$ cat src/rtl/jtag_tap_multi.sv
// jtag_tap_multi: IEEE 1149.1 TAP with IR, bypass, IDCODE and N_CHAN user
// data registers. Each user register captures from and updates to core logic,
// and emits a one-cycle strobe per channel on update.
module jtag_tap_multi #(
    parameter int          IR_WIDTH   = 4,
    parameter int          DR_WIDTH   = 8,
    parameter int          N_CHAN     = 2,
    parameter logic [31:0] IDCODE_VAL = 32'h1234_5677,
    parameter int          USER_BASE  = 8
) (
    input  logic                         TCK,
    input  logic                         TRST,
    input  logic                         TMS,
    input  logic                         TDI,
    output logic                         TDO,
    output logic                         TDO_EN,
    input  logic [N_CHAN*DR_WIDTH-1:0]   CAP_DATA,
    output logic [N_CHAN*DR_WIDTH-1:0]   UPD_DATA,
    output logic [N_CHAN-1:0]            UPD_STROBE,
    output logic [IR_WIDTH-1:0]          IR_OUT,
    output logic [3:0]                   TAP_STATE
);

    // TAP state encodings
    localparam logic [3:0] ST_TLR     = 4'h0;
    localparam logic [3:0] ST_RTI     = 4'h1;
    localparam logic [3:0] ST_SEL_DR  = 4'h2;
    localparam logic [3:0] ST_CAP_DR  = 4'h3;
    localparam logic [3:0] ST_SH_DR   = 4'h4;
    localparam logic [3:0] ST_EX1_DR  = 4'h5;
    localparam logic [3:0] ST_PAU_DR  = 4'h6;
    localparam logic [3:0] ST_EX2_DR  = 4'h7;
    localparam logic [3:0] ST_UPD_DR  = 4'h8;
    localparam logic [3:0] ST_SEL_IR  = 4'h9;
    localparam logic [3:0] ST_CAP_IR  = 4'hA;
    localparam logic [3:0] ST_SH_IR   = 4'hB;
    localparam logic [3:0] ST_EX1_IR  = 4'hC;
    localparam logic [3:0] ST_PAU_IR  = 4'hD;
    localparam logic [3:0] ST_EX2_IR  = 4'hE;
    localparam logic [3:0] ST_UPD_IR  = 4'hF;

    localparam logic [IR_WIDTH-1:0] IDCODE_OP  = {{(IR_WIDTH-1){1'b0}}, 1'b1};
    localparam logic [IR_WIDTH-1:0] BYPASS_OP  = {IR_WIDTH{1'b1}};
    localparam logic [IR_WIDTH-1:0] IR_CAPTURE = {{(IR_WIDTH-1){1'b0}}, 1'b1};

    logic [3:0]                          state_r;
    logic [3:0]                          next_state_s;
    logic [IR_WIDTH-1:0]                 ir_sh_r;
    logic [IR_WIDTH-1:0]                 ir_out_r;
    logic                                bypass_r;
    logic [31:0]                         idcode_sh_r;
    logic [N_CHAN-1:0][DR_WIDTH-1:0]     user_sh_r;
    logic [N_CHAN-1:0][DR_WIDTH-1:0]     upd_data_r;
    logic [N_CHAN-1:0][DR_WIDTH-1:0]     cap_data_s;
    logic [N_CHAN-1:0]                   upd_strobe_r;
    logic [N_CHAN-1:0]                   user_sel_s;
    logic                                sel_idcode_s;
    logic                                sel_bypass_s;
    logic                                user_lsb_s;
    logic                                tdo_s;

    assign cap_data_s = CAP_DATA;

    // Opcode assigned to user channel k
    function automatic logic [IR_WIDTH-1:0] user_op(input int k);
        return IR_WIDTH'(USER_BASE + k);
    endfunction

    // Right shift of a user register with the serial bit entering the MSB;
    // written without a [W-1:1] slice so DR_WIDTH=1 stays legal
    function automatic logic [DR_WIDTH-1:0] dr_shift(input logic [DR_WIDTH-1:0] v,
                                                     input logic b);
        logic [DR_WIDTH-1:0] t;
        t = v >> 1;
        t[DR_WIDTH-1] = b;
        return t;
    endfunction

    // Decode the active instruction into a data-register selection;
    // unknown opcodes fall back to bypass
    always_comb begin
        user_sel_s = {N_CHAN{1'b0}};
        for (int k = 0; k < N_CHAN; k++) begin
            if ((ir_out_r == user_op(k)) && (ir_out_r != BYPASS_OP) && (ir_out_r != IDCODE_OP)) begin
                user_sel_s[k] = 1'b1;
            end else begin
                user_sel_s[k] = 1'b0;
            end
        end
        sel_idcode_s = (ir_out_r == IDCODE_OP);
        sel_bypass_s = !sel_idcode_s && (user_sel_s == {N_CHAN{1'b0}});
    end

    // IEEE 1149.1 next-state function
    always_comb begin
        next_state_s = ST_TLR;
        case (state_r)
            ST_TLR:    next_state_s = TMS ? ST_TLR    : ST_RTI;
            ST_RTI:    next_state_s = TMS ? ST_SEL_DR : ST_RTI;
            ST_SEL_DR: next_state_s = TMS ? ST_SEL_IR : ST_CAP_DR;
            ST_CAP_DR: next_state_s = TMS ? ST_EX1_DR : ST_SH_DR;
            ST_SH_DR:  next_state_s = TMS ? ST_EX1_DR : ST_SH_DR;
            ST_EX1_DR: next_state_s = TMS ? ST_UPD_DR : ST_PAU_DR;
            ST_PAU_DR: next_state_s = TMS ? ST_EX2_DR : ST_PAU_DR;
            ST_EX2_DR: next_state_s = TMS ? ST_UPD_DR : ST_SH_DR;
            ST_UPD_DR: next_state_s = TMS ? ST_SEL_DR : ST_RTI;
            ST_SEL_IR: next_state_s = TMS ? ST_TLR    : ST_CAP_IR;
            ST_CAP_IR: next_state_s = TMS ? ST_EX1_IR : ST_SH_IR;
            ST_SH_IR:  next_state_s = TMS ? ST_EX1_IR : ST_SH_IR;
            ST_EX1_IR: next_state_s = TMS ? ST_UPD_IR : ST_PAU_IR;
            ST_PAU_IR: next_state_s = TMS ? ST_EX2_IR : ST_PAU_IR;
            ST_EX2_IR: next_state_s = TMS ? ST_UPD_IR : ST_SH_IR;
            ST_UPD_IR: next_state_s = TMS ? ST_SEL_DR : ST_RTI;
            default:   next_state_s = ST_TLR;
        endcase
    end

    // TAP state register
    always_ff @(posedge TCK) begin
        if (TRST) begin
            state_r <= ST_TLR;
        end else begin
            state_r <= next_state_s;
        end
    end

    // Instruction shift register: capture the fixed 01 pattern, then shift
    always_ff @(posedge TCK) begin
        if (TRST) begin
            ir_sh_r <= {IR_WIDTH{1'b0}};
        end else begin
            case (state_r)
                ST_CAP_IR: ir_sh_r <= IR_CAPTURE;
                ST_SH_IR:  ir_sh_r <= {TDI, ir_sh_r[IR_WIDTH-1:1]};
                default:   ir_sh_r <= ir_sh_r;
            endcase
        end
    end

    // Active instruction: IDCODE whenever TLR is entered, else latched in UpdIR
    always_ff @(posedge TCK) begin
        if (TRST) begin
            ir_out_r <= IDCODE_OP;
        end else if (next_state_s == ST_TLR) begin
            ir_out_r <= IDCODE_OP;
        end else if (state_r == ST_UPD_IR) begin
            ir_out_r <= ir_sh_r;
        end else begin
            ir_out_r <= ir_out_r;
        end
    end

    // Bypass bit, active only while bypass is the selected DR
    always_ff @(posedge TCK) begin
        if (TRST) begin
            bypass_r <= 1'b0;
        end else if (sel_bypass_s && (state_r == ST_CAP_DR)) begin
            bypass_r <= 1'b0;
        end else if (sel_bypass_s && (state_r == ST_SH_DR)) begin
            bypass_r <= TDI;
        end else begin
            bypass_r <= bypass_r;
        end
    end

    // IDCODE shift register
    always_ff @(posedge TCK) begin
        if (TRST) begin
            idcode_sh_r <= 32'h0000_0000;
        end else if (sel_idcode_s && (state_r == ST_CAP_DR)) begin
            idcode_sh_r <= IDCODE_VAL;
        end else if (sel_idcode_s && (state_r == ST_SH_DR)) begin
            idcode_sh_r <= {TDI, idcode_sh_r[31:1]};
        end else begin
            idcode_sh_r <= idcode_sh_r;
        end
    end

    // User shift registers; only the selected channel captures or shifts
    always_ff @(posedge TCK) begin
        if (TRST) begin
            user_sh_r <= {(N_CHAN*DR_WIDTH){1'b0}};
        end else begin
            for (int k = 0; k < N_CHAN; k++) begin
                if (user_sel_s[k] && (state_r == ST_CAP_DR)) begin
                    user_sh_r[k] <= cap_data_s[k];
                end else if (user_sel_s[k] && (state_r == ST_SH_DR)) begin
                    user_sh_r[k] <= dr_shift(user_sh_r[k], TDI);
                end else begin
                    user_sh_r[k] <= user_sh_r[k];
                end
            end
        end
    end

    // Parallel update registers and one-cycle strobes for the selected channel
    always_ff @(posedge TCK) begin
        if (TRST) begin
            upd_data_r   <= {(N_CHAN*DR_WIDTH){1'b0}};
            upd_strobe_r <= {N_CHAN{1'b0}};
        end else begin
            for (int k = 0; k < N_CHAN; k++) begin
                if (user_sel_s[k] && (state_r == ST_UPD_DR)) begin
                    upd_data_r[k]   <= user_sh_r[k];
                    upd_strobe_r[k] <= 1'b1;
                end else begin
                    upd_data_r[k]   <= upd_data_r[k];
                    upd_strobe_r[k] <= 1'b0;
                end
            end
        end
    end

    // LSB of whichever user register is selected
    always_comb begin
        user_lsb_s = 1'b0;
        for (int k = 0; k < N_CHAN; k++) begin
            if (user_sel_s[k]) begin
                user_lsb_s = user_lsb_s | user_sh_r[k][0];
            end else begin
                user_lsb_s = user_lsb_s;
            end
        end
    end

    // Serial output mux: combinational so the captured LSB appears with no latency
    always_comb begin
        tdo_s = 1'b0;
        if (state_r == ST_SH_IR) begin
            tdo_s = ir_sh_r[0];
        end else if (state_r == ST_SH_DR) begin
            if (sel_idcode_s) begin
                tdo_s = idcode_sh_r[0];
            end else if (sel_bypass_s) begin
                tdo_s = bypass_r;
            end else begin
                tdo_s = user_lsb_s;
            end
        end else begin
            tdo_s = 1'b0;
        end
    end

    assign TDO        = tdo_s;
    assign TDO_EN     = (state_r == ST_SH_IR) || (state_r == ST_SH_DR);
    assign UPD_DATA   = upd_data_r;
    assign UPD_STROBE = upd_strobe_r;
    assign IR_OUT     = ir_out_r;
    assign TAP_STATE  = state_r;

endmodule

$ cat config.mk
export PLATFORM = sky130hd
export DESIGN_NAME = jtag_tap_multi
export DESIGN_NICKNAME = d
export VERILOG_FILES = /design/src/rtl/jtag_tap_multi.sv
export SDC_FILE = /design/constraint.sdc
export NUM_CORES = 1
export LEC_CHECK = 0
export ABC_AREA = 1
export BUFFER_PORTS_ARGS = -buffer_cell sky130_fd_sc_hd__buf_2
export CAP_MARGIN = 20
export CORE_MARGIN = 2
export CORE_UTILIZATION = 45
export DETAILED_ROUTE_END_ITERATION = 12
export PLACE_DENSITY = 0.65
export SLEW_MARGIN = 20
export SYNTH_ARGS = -nofsm -noshare
export SYNTH_HDL_FRONTEND = slang
export SYNTH_SLANG_ARGS = --single-unit
$ cat constraint.sdc
create_clock -name TCK -period 1.7 [get_ports TCK]
set_clock_uncertainty 0.05 [all_clocks]
set_input_delay 0.34 -clock TCK [delete_from_list [all_inputs] [get_ports TCK]]
set_output_delay 0.34 -clock TCK [all_outputs]
set_load 0.01 [all_outputs]
Word level (Yosys, flattened, before mapping):

Index checks and enable logic that the tools add are counted.

* memories kept: 0
* register bits: 79
* latch bits: 0
* bits in read-only memories: 0
* output and inout bits: 28
* bits of input ports: 20
* memory bits (writable): 0
* logic and storage cells: 92

* shifts and indexed selects: 0
* reduce and logical (&&, ||, !) cells: 30
* multiplexer cells: 30
* div/mod/pow operators: 0
* equality and inequality tests: 20
* multiply operators: 0
* bitwise logic cells: 1
* $lt $le $gt $ge: 0
* add/subtract/negate cells: 0

Operators with widths (count)
* $mux 29: 2
* $pmux 4 s12: 1
* $eq 4x4->1 const B: 10
* $mux 8: 4
* $eq 4x3->1 const B: 4
* $mux 4: 4
* $logic_and 1x1->1: 15
* $mux 1: 13
* $reduce_or 2->1: 5
* $eq 4x1->1 const B: 2
* $eq 4x2->1 const B: 2
* $logic_not 4->1: 2
* $pmux 4 s2: 1
* $reduce_bool 2->1: 4
* $mux 2: 3
* $mux 3: 2
* $ne 4x1->1 const B: 1
* $ne 4x4->1 const B: 1
* $reduce_or 3->1: 1
* $logic_not 2->1: 1
* $logic_not 1->1: 1
* $logic_or 1x1->1: 1
* $or 1x1->1: 1

Longest topological paths before layout:

* depth in word-level cells: 11
* mapped depth: 11

Worst setup path before layout:

No wires, ideal clock.

* path type: reg-to-output
* start: register ir_out_r[0] (netlist: IR_OUT[0])
* end: output TDO
* setup slack: -53 ps
* cell stages (with the launch flop): 7
* arrival time: 1363 ps
* path through: dfxtp_1 > nand3_4 > nor2_8 > nand2_1 > nand2_1 > o21ai_0 > o31ai_1

* cells in the longest elaborated chain, start to end: 11
* elaborated cells on any way between the ends: 21
* those cells by class: eq/ne: 5; mux: 8; bitwise: 1; reduce/logical: 7

RTL lines
* start, declared: line 49 `logic [IR_WIDTH-1:0] ir_out_r;`
* start signal, assigned: line 147 `ir_out_r <= ir_sh_r;`
* start signal, assigned: line 149 `ir_out_r <= ir_out_r;`
* $eq 4x4->1 or $ne 4x4->1 (tied branches): line 84 `if ((ir_out_r == user_op(k)) && (ir_out_r != BYPASS_OP) && (ir_out_r != IDCODE_OP)) begin`
* $logic_and 1x1->1 (2 in a row): line 84
* $mux 1: line 84
* $mux 1: line 218 `if (user_sel_s[k]) begin`
* $or 1x1->1: line 219 `user_lsb_s = user_lsb_s | user_sh_r[k][0];`
* $mux 1: line 218
* $mux 1: line 234 `end else if (sel_bypass_s) begin`
* $mux 1 *: line 232 `if (sel_idcode_s) begin`
* $mux 1 *: line 231 `end else if (state_r == ST_SH_DR) begin`
* $mux 1 *: line 229 `if (state_r == ST_SH_IR) begin`
* end, declared: line 15 `output logic TDO,`

Every way passes the cells marked *; elsewhere a longest branch is shown, timed or not.

Worst setup path after layout:

* start: register ir_out_r[1] (netlist: IR_OUT[1])
* end: output TDO

The elaborated chain is that of the path after synthesis.

==> flow_summary_export.csv <==
group,metric,value,unit
worst_setup_path,cp_slowest_stage_delay,0.33,ns
clock_tree,cts_buffer_depth,2,
run_status,failed_checks,"setup timing",
synthesis,synth_seq_cells,79,
grt,grt_usage,19.0,%
layout,syn_to_final_growth,22.4,%
grt,grt_max_degree,29,
synthesis,yosysSeqAreaShare,46.4,%
timing,tightest_slew,0.336,ns
worst_setup_path,reg2reg_depth,12,
routing,post_drt_wl_per_cell,12.7,µm
floorplanning,num_rows,31,
routing,ant_nets,0,
floorplanning,die_x,91.0,µm
routing,drc,0,
power,p_total,3.61,mW
worst_hold_path,hold_depth,3,
clock_tree,cts.sinks,79,
synthesis,avgSynthCellArea,7.72,µm²
timing,timing.final.max_slew_violations,0,
synthesis,netlist_area,0.00341,mm²
clock_tree,tritoncts,"done",
synthesis,netlist.area_leader.share,46.4,%
routing,routed_via_density,4.92,
timing,hold_viol,0,
timing,grt_setup_unrepaired,"yes",
timing,relSlewSlack,77.6,%
layout,final_layout_size_suffix_gt1_share,27.2,%
floorplanning,io_pins,48,
floorplanning,chipHeight,91.0,µm
worst_setup_path,path_class,"flop to output pin",
clock_tree,clk_latency,0.34,ns
synthesis,ys_warn_count,0,
floorplanning,dieArea,0.00828,mm²
placed_design,io_buffers,47,
clock_tree,cts-root-buf,"clkbuf_8",
timing,post-route-period-util,118,%
worst_setup_path,required,1.31,ns
timing,tns,-0.304,ns
timing,setup_viol,1,
synthesis,yosysUniqueCellTypes,30,
synthesis,synth_area_leaders,"dfxtp_1, nand2_1, a21oi_1",
synthesis,ys_top_cells_by_count,"nand2_1, dfxtp_1, a21oi_1",
worst_setup_path,cp-start-kind,"flop",
worst_setup_path,crit_family,"simple AND/OR/NAND/NOR gates",
clock_tree,holdBufCountCts,0,
synthesis,synthFlopType,"dfxtp_1",
routing,vias,2984,
routing,drt_iter0_drc,157,
routing,drt_pass1_iterations,4,
worst_hold_path,hp-class,"primary input to flop",
grt,antenna_found_initial,0,
worst_setup_path,path_buf_inv,2,
power,max-vdd-ir-drop,594,µV
worst_setup_path,worstPathArrival,1.61,ns
floorplanning,core-area,0.00729,mm²
grt,overflow,0,
worst_setup_path,crit_chain,"inv_2, nand3_4, nor2_8, nand2_2, nand2_1, o21ai_1, o31ai_1, buf_2",
routing,routed_wl,7710,µm
layout,nets,524,
worst_setup_path,crit_slowest_cell,"dfxtp_2",
synthesis,yosys.area.top_type,"dfxtp_1",
timing,fmax,0.499,GHz
synthesis,async_flop_share,0,%
grt,grt_pass1_wl,12800,µm
clock_tree,clkTransAtPathRegs,0.08,ns
placed_design,gp_congestion,0.802,
layout,diodes,0,
synthesis,synthesis.nets,461,
worst_setup_path,cp-end-kind,"output pin",
worst_setup_path,cp_max_fo,4,
synthesis,syn_inst,441,
run_status,status,"finished with violations",
floorplanning,start_util,46.7,%
power,p_per_area,865,mW/mm²
synthesis,synthMostInstantiatedCell,"nand2_1",
clock_tree,cts_htree_levels,3,
power,leakage,1.82,nW
worst_setup_path,cp.depth,8,
timing,setup_ws,-0.304,ns
run,drv_cap,0,
synthesis,synth_edf_count,0,
timing,min_period,2.00,ns
placed_design,place_hpwl,5190,µm
grt,first_global_vias,2822,
clock_tree,cts_buffers,9,
worst min-delay path: stages:
cell     delay, ns
buf_2         0.08
o21ai_1       0.06
a21oi_1       0.10
path summary, 6_finish.rpt:
check | from | to | slack, ns
setup / recovery | IR_OUT[1] | TDO | -0.30
hold / removal | CAP_DATA[7] | user_sh_r[7] | 0.22
setup reg to reg | IR_OUT[1] | UPD_DATA[8] | 0.10
hold reg to reg | idcode_sh_r[20] | idcode_sh_r[19] | 0.41
kinds of logic after synthesis:
family                 share of synthesized area (%)
AND/OR/NAND/NOR                                 23.4
AO/OA/AOI/OAI                                   20.8
flip-flops                                      46.4
buffers and inverters                           9.37
flip-flops by register name (all words and copies together) (netlist names):
| signal | cells |
|---|---|
| UPD_DATA | 16 |
| bypass_r | 1 |
| TAP_STATE | 4 |
| ir_sh_r | 4 |
| idcode_sh_r | 32 |
| UPD_STROBE | 2 |
| IR_OUT | 4 |
| user_sh_r | 16 |
power breakdown:
| part | switching, mW | leakage, nW | internal, mW | total [mW] |
|---|---|---|---|---|
| sequential | 0.0131 | 0.639 | 1.86 | 1.88 |
| combinational | 0.118 | 1.07 | 0.0726 | 0.190 |
| clock | 0.681 | 0.109 | 0.862 | 1.54 |
what timing repair did:
| action | in CTS | in global routing |
|---|---|---|
| pin swaps | 3 | 7 |
| endpoints found under the setup margin | 2 | 12 |
| gates cloned | 0 | 1 |
| resized for setup | 6 | 18 |
| setup buffers | 1 | 5 |
routing by layer:
layer | GRT usage, % | up-vias | share of wire [%]
li1 | - | 1572 | -
met1 | 25.3 | 1354 | 49
met2 | 30.6 | 48 | 46
met3 | 4.56 | 10 | 3.5
met4 | 5.68 | 0 | 1.6
met5 | 0 | - | 0
cell usage in the layout (no fill, tap or decap), drive strengths merged:
cell,count
dfxtp,79
a21oi,69
o221a,6
o31ai,1
nand3,19
clkbuf,11
nor2,33
o21ai,40
inv,48
bufinv,2
clkinv,2
o22ai,1
o211ai,2
nand2,113
nor3,2
clkinvlp,1
buf,71
a31oi,3
a211oi,5
through the flow:
step / hold WS [ns] / worst slack [ns] / std cells / util, % / instance area, µm²
3_5_place_dp: 0.399 / 0.00997 / 586 / 52.2 / 3810
5_1_grt: 0.238 / -0.365 / 607 / 57.2 / 4170
2_1_floorplan: 0.386 / 0.00276 / 441 / - / 3410
4_1_cts: 0.217 / -0.367 / 602 / 55.4 / 4040
6_report: 0.219 / -0.304 / 607 / 57.2 / 4170
3_3_place_gp: 0.392 / 0.0463 / 586 / 52.2 / 3810
layout make-up:
class	count	area, µm²
clock inverter	5	81.3
sequential	79	1590
fill	718	3120
tap	99	124
inverter	48	181
multi-input combinational	294	1550
clock buffer	10	138
timing repair buffer	72	503
Note: power is estimated with default switching activity, not from simulation.
